==> config.mk <==
export PLATFORM = sky130hd
export DESIGN_NAME = vmem_lane_sequencer
export DESIGN_NICKNAME = d
export VERILOG_FILES = /design/src/rtl/vmem_lane_sequencer.sv
export SDC_FILE = /design/constraint.sdc
export NUM_CORES = 1
export LEC_CHECK = 0
export CORE_UTILIZATION = 35
export DETAILED_ROUTE_END_ITERATION = 6
export PLACE_DENSITY = 0.61
export RECOVER_POWER = 25
export SLEW_MARGIN = 20
export SYNTH_ARGS = -nofsm -noshare
export SYNTH_HDL_FRONTEND = slang
export SYNTH_SLANG_ARGS = --single-unit
==> constraint.sdc <==
create_clock -name clk -period 29 [get_ports clk]
set_input_delay 2.9 -clock clk [delete_from_list [all_inputs] [get_ports clk]]
set_output_delay 2.9 -clock clk [all_outputs]
set_load 0.05 [all_outputs]
==> src/rtl/vmem_lane_sequencer.sv <==
// Vector-lane memory sequencer: issues up to NUM_PORTS active lanes per granted cycle in
// ascending lane order, gathers load returns per lane, and pulses done once per request.
module vmem_lane_sequencer #(
  parameter int NUM_LANES = 4,
  parameter int NUM_PORTS = 2,
  parameter int ADDR_W    = 12,
  parameter int DATA_W    = 32,
  parameter int RD_LAT    = 1
) (
  input  logic                          clk,
  input  logic                          rst,
  input  logic                          start,
  input  logic                          is_store,
  input  logic [NUM_LANES-1:0]          lane_mask,
  input  logic [NUM_LANES*ADDR_W-1:0]   lane_addr,
  input  logic [NUM_LANES*DATA_W-1:0]   store_data,
  output logic                          busy,
  output logic                          done,
  output logic [NUM_LANES*DATA_W-1:0]   load_data,
  input  logic                          mem_gnt,
  output logic [NUM_PORTS-1:0]          mem_en,
  output logic [NUM_PORTS-1:0]          mem_we,
  output logic [NUM_PORTS*ADDR_W-1:0]   mem_addr,
  output logic [NUM_PORTS*DATA_W-1:0]   mem_wdata,
  input  logic [NUM_PORTS*DATA_W-1:0]   mem_rdata
);
  localparam int LANE_W = (NUM_LANES > 1) ? $clog2(NUM_LANES) : 1;

  typedef enum logic [1:0] {IDLE, ISSUE, DRAIN, DONE} state_e;

  state_e                        state_q, state_d;
  logic                          store_q;
  logic [NUM_LANES-1:0]          pend_q, pend_d;
  logic [NUM_LANES*ADDR_W-1:0]   addr_q;
  logic [NUM_LANES*DATA_W-1:0]   wdata_q;
  logic [NUM_LANES*DATA_W-1:0]   load_q;
  logic [NUM_PORTS-1:0]          pipe_vld_q  [RD_LAT];
  logic [NUM_PORTS*LANE_W-1:0]   pipe_lane_q [RD_LAT];
  logic [NUM_PORTS*LANE_W-1:0]   issue_lane;
  logic                          accept;
  logic                          pipe_busy;

  assign accept    = (state_q == IDLE) && start;
  assign busy      = (state_q != IDLE);
  assign done      = (state_q == DONE);
  assign load_data = load_q;

  // A pending lane's rank among pending lanes selects its port; ranks beyond the port count wait.
  always_comb begin
    int rank;
    rank       = 0;
    pend_d     = pend_q;
    mem_en     = '0;
    mem_we     = '0;
    mem_addr   = '0;
    mem_wdata  = '0;
    issue_lane = '0;
    if (state_q == ISSUE && mem_gnt) begin
      for (int i = 0; i < NUM_LANES; i++) begin
        if (pend_q[i]) begin
          for (int p = 0; p < NUM_PORTS; p++) begin
            if (rank == p) begin
              mem_en[p]                       = 1'b1;
              mem_we[p]                       = store_q;
              mem_addr[p*ADDR_W +: ADDR_W]    = addr_q[i*ADDR_W +: ADDR_W];
              mem_wdata[p*DATA_W +: DATA_W]   = wdata_q[i*DATA_W +: DATA_W];
              issue_lane[p*LANE_W +: LANE_W]  = LANE_W'(i);
              pend_d[i]                       = 1'b0;
            end
          end
          rank = rank + 1;
        end
      end
    end
  end

  // Entries in the final stage are captured this edge, so only earlier stages hold up DRAIN.
  always_comb begin
    pipe_busy = 1'b0;
    for (int k = 0; k < RD_LAT - 1; k++) begin
      pipe_busy = pipe_busy | (|pipe_vld_q[k]);
    end
  end

  always_comb begin
    state_d = state_q;
    case (state_q)
      IDLE:    if (start) state_d = (lane_mask == '0) ? DONE : ISSUE;
      ISSUE:   if (mem_gnt && pend_d == '0) state_d = store_q ? DONE : DRAIN;
      DRAIN:   if (!pipe_busy) state_d = DONE;
      DONE:    state_d = IDLE;
      default: state_d = IDLE;
    endcase
  end

  always_ff @(posedge clk or posedge rst) begin
    if (rst) begin
      state_q <= IDLE;
    end else begin
      state_q <= state_d;
    end
  end

  always_ff @(posedge clk or posedge rst) begin
    if (rst) begin
      store_q <= 1'b0;
      pend_q  <= '0;
      addr_q  <= '0;
      wdata_q <= '0;
    end else if (accept) begin
      store_q <= is_store;
      pend_q  <= lane_mask;
      addr_q  <= lane_addr;
      wdata_q <= store_data;
    end else begin
      pend_q  <= pend_d;
    end
  end

  always_ff @(posedge clk or posedge rst) begin
    if (rst) begin
      for (int k = 0; k < RD_LAT; k++) begin
        pipe_vld_q[k]  <= '0;
        pipe_lane_q[k] <= '0;
      end
    end else begin
      pipe_vld_q[0]  <= mem_en & ~mem_we;
      pipe_lane_q[0] <= issue_lane;
      for (int k = 1; k < RD_LAT; k++) begin
        pipe_vld_q[k]  <= pipe_vld_q[k-1];
        pipe_lane_q[k] <= pipe_lane_q[k-1];
      end
    end
  end

  always_ff @(posedge clk or posedge rst) begin
    if (rst) begin
      load_q <= '0;
    end else begin
      for (int i = 0; i < NUM_LANES; i++) begin
        if (accept && !is_store && lane_mask[i]) begin
          load_q[i*DATA_W +: DATA_W] <= '0;
        end
        for (int p = 0; p < NUM_PORTS; p++) begin
          if (pipe_vld_q[RD_LAT-1][p] &&
              pipe_lane_q[RD_LAT-1][p*LANE_W +: LANE_W] == LANE_W'(i)) begin
            load_q[i*DATA_W +: DATA_W] <= mem_rdata[p*DATA_W +: DATA_W];
          end
        end
      end
    end
  end

endmodule

==> results by group <==
Status
  • Outcome: finished, violations left
  • Violated checks: capacitance limit, slew limit

Layout
  • Layout cells sized above 1: 15.5%
  • Nets: 2,082
  • Final core occ: 51.0%
  • Layout area overhead: 42.8%
  • Final Non-Filler Cells: 2,396

Timing
  • Slew @ Worst Pin: 5.23 ns
  • Setup-failing EPs final: 0
  • Final Max Slew Viols: 215
  • Setup Skew: 0.0147 ns
  • Fin crit share: 29.3%
  • Slew margin rel.: -250%
  • Final min period: 8.49 ns
  • RSZ-0062 raised after global routing: no
  • Setup TNS: 0 ns
  • Hold Vio Cnt, Final: 0
  • Worst hold slack: 0.461 ns
  • FMAX: 0.118 GHz

Power
  • Pleak: 9.03 nW
  • Overall Power: 0.00241 W
  • Combinational fraction of design power: 46.8%
  • Switching part of the total: 42.6%
  • Power Dens Cells: 112 nW/um^2
  • Clock share of power: 20.7%
  • Internal power: 0.00138 W
  • NetSw: 0.00103 W
  • IR drop worst, VDD: 0.0523 mV
  • Sequential Power Share: 32.5%

Die
  • # rows: 75
  • Initial Util: 35.7%
  • Die height: 209 um
  • Area of the die: 43,800 sq um
  • Io pins: 471
  • Die W: 209 um
  • Core Area: 42,100 sq um

Route
  • Final WL: 54,200 um
  • Vias: 13,400
  • Detailed router's first-iteration violation count: 1,325
  • Vias per inst: 5.58
  • # DRC: 0
  • Drt wl/cell: 22.6 um
  • Antenna-violating nets left: 0
  • Router iterations before antenna repair: 6

Clock network
  • Worst-path clk slew: 0.05 ns
  • # Post-CTS Setup Buffers: 0
  • Hold bufs inserted after CTS: 0
  • H-tree depth: 2
  • TritonCTS Buffers: 38
  • TritonCTS clock tree: built
  • Clk sink count: 317
  • Root Buffer: clkbuf_16
  • Clock Path Buffers: 3
  • Post-CTS Resized: 0
  • Worst-Skew Late Latency: 0.55 ns

GRT
  • Total Routing Usage GR: 24.4%
  • Wire length of the first global-routing pass: 82,000 um
  • Gr ovfl total: 0
  • Vias in the first global route: 13,400
  • Initial antenna violation count: 10
  • Largest net degree at the start of global routing: 116

Yosys
  • Synthesized net count: 1,669
  • Ys flop type: dfrtp_1
  • Post-synthesis area per instance: 10.7 sq um
  • Post-synth cell types: 42
  • Post-synth EDFFs: 0
  • Seq/Total Area, Yosys: 52.8%
  • Synth Cell Area: 15,000 sq um
  • Syn Inst Count: 1,410
  • Ys async rst share: 100%
  • YS warnings: 0
  • Seq cells post-synth: 317

Job
  • Max-cap violations: 4

Worst hold path
  • Hold Crit Class: reg2reg

Placement
  • Inst Count DP: 2,322
  • IO buf count: 470
  • Post-DP HPWL: 36,600 um
  • Placer Congestion: 0.851

Setup path
  • CP Class: in2out
  • Critical Path Sink Type: output pin
  • Worst Path Max Fanout: 27
  • Req. time, crit path: 26.10 ns
  • Worst Setup Start Kind: input port
  • Worst path arrival time: 5.59 ns
[flip-flops by register name, indices dropped and copies added, names as in the netlist]
| signal | count |
|---|---|
| wdata_q | 128 |
| pipe_lane_q | 4 |
| pipe_vld_q | 2 |
| load_data | 128 |
| addr_q | 48 |
| store_q | 1 |
| state_q | 2 |
| pend_q | 4 |
[cells in the mapped netlist, types with 2 or more instances]
| master | n | share of area, % |
|---|---|---|
| a21oi_1 | 92 | 3.1 |
| a22oi_1 | 141 | 7.0 |
| clkbuf_1 | 86 | 2.1 |
| nor2_1 | 9 | 0.22 |
| a221o_1 | 25 | 1.7 |
| a22o_1 | 2 | 0.12 |
| a211oi_1 | 3 | 0.15 |
| inv_1 | 41 | 1.0 |
| buf_2 | 27 | 0.90 |
| o211ai_1 | 63 | 3.1 |
| o21ai_0 | 49 | 1.6 |
| and3_1 | 4 | 0.17 |
| a222oi_1 | 32 | 2.1 |
| mux2i_1 | 2 | 0.13 |
| nand2_1 | 285 | 7.1 |
| buf_6 | 5 | 0.37 |
| dfrtp_1 | 317 | 53 |
| ha_1 | 9 | 0.75 |
| nor2b_1 | 8 | 0.33 |
| buf_1 | 6 | 0.15 |
| and2_1 | 4 | 0.17 |
| and3b_1 | 3 | 0.17 |
| nand3b_1 | 2 | 0.10 |
| mux2_2 | 177 | 13 |
[kinds of logic after synthesis]
| group | after synthesis | share of synthesized area (%) |
|---|---|---|
| buffers and inverters | 165 | 4.59 |
| adder cells (fa/ha/maj) | 10 | 0.882 |
| multiplexers | 179 | 13.4 |
| AO/OA/AOI/OAI | 413 | 19.3 |
| AND/OR/NAND/NOR | 326 | 9.04 |
| flip-flops | 317 | 52.8 |
[stage by stage]
stage | instance area (sq um) | setup WS (ns)
global route | 21500 | 20.12
finish | 21500 | 20.51
floorplan | 15000 | 17.33
CTS | 21500 | 20.48
global placement | 20200 | 20.56
detailed placement | 20200 | 20.48
[power groups by stage]
stage / clock, W / combinational, W / sequential (W)
final: 0.000499 / 0.00113 / 0.000782
after global routing: 0.000529 / 0.00119 / 0.000806
after CTS: 0.000512 / 0.00113 / 0.000779
after detailed placement: 0 / 0.00113 / 0.000785
after global placement: 0 / 0.00112 / 0.000781
after floorplan: 0 / 0.000560 / 0.000963
[per-layer routing]
layer	GRT usage [%]	routed length, um	part of all wire, %
met1	30.5	21700	40
met2	39.1	25200	46
met3	7.63	5290	9.8
met4	10.5	1910	3.5
met5	0	54	0.10
[layout make-up]
class | count | area, sq um
Fill cell | 3829 | 20700
Sequential cell | 317 | 7930
Multi-Input combinational cell | 928 | 6480
Timing Repair Buffer | 497 | 4900
Clock buffer | 55 | 1170
Tap cell | 539 | 674
Inverter | 41 | 155
Clock inverter | 12 | 145
Antenna cell | 7 | 17.5
[placed cells by master, fill, tap and decap left out, drive strengths merged, types with 42 or more instances in the layout]
cell type      count
clkbuf            58
clkdlybuf4s50    466
a21oi             92
nand2            285
o211ai            63
mux2             177
inv               42
a22oi            141
o21ai             49
dfrtp            317
[critical path, cell delays in order]
cell and delay (ns):
dlygate4sd3_1 0.55, nand2_1 0.59, buf_4 0.50, a21oi_1 0.18
clkdlybuf4s50_1 0.83
[worst paths after layout]
kind                                from             to  slack, ns  cells past startpoint
setup / recovery                 mem_gnt   mem_wdata[3]      20.51                      5
hold / removal             load_data[30]  load_data[30]       0.46                      2
setup reg to reg              state_q[0]   wdata_q[102]      25.29                      6
hold reg to reg            load_data[30]  load_data[30]       0.46                      2
max in group asynchronous            rst    wdata_q[39]      21.15                      4
min in group asynchronous            rst  load_data[58]       4.42                      2
Power figures use the tool's default switching activity.
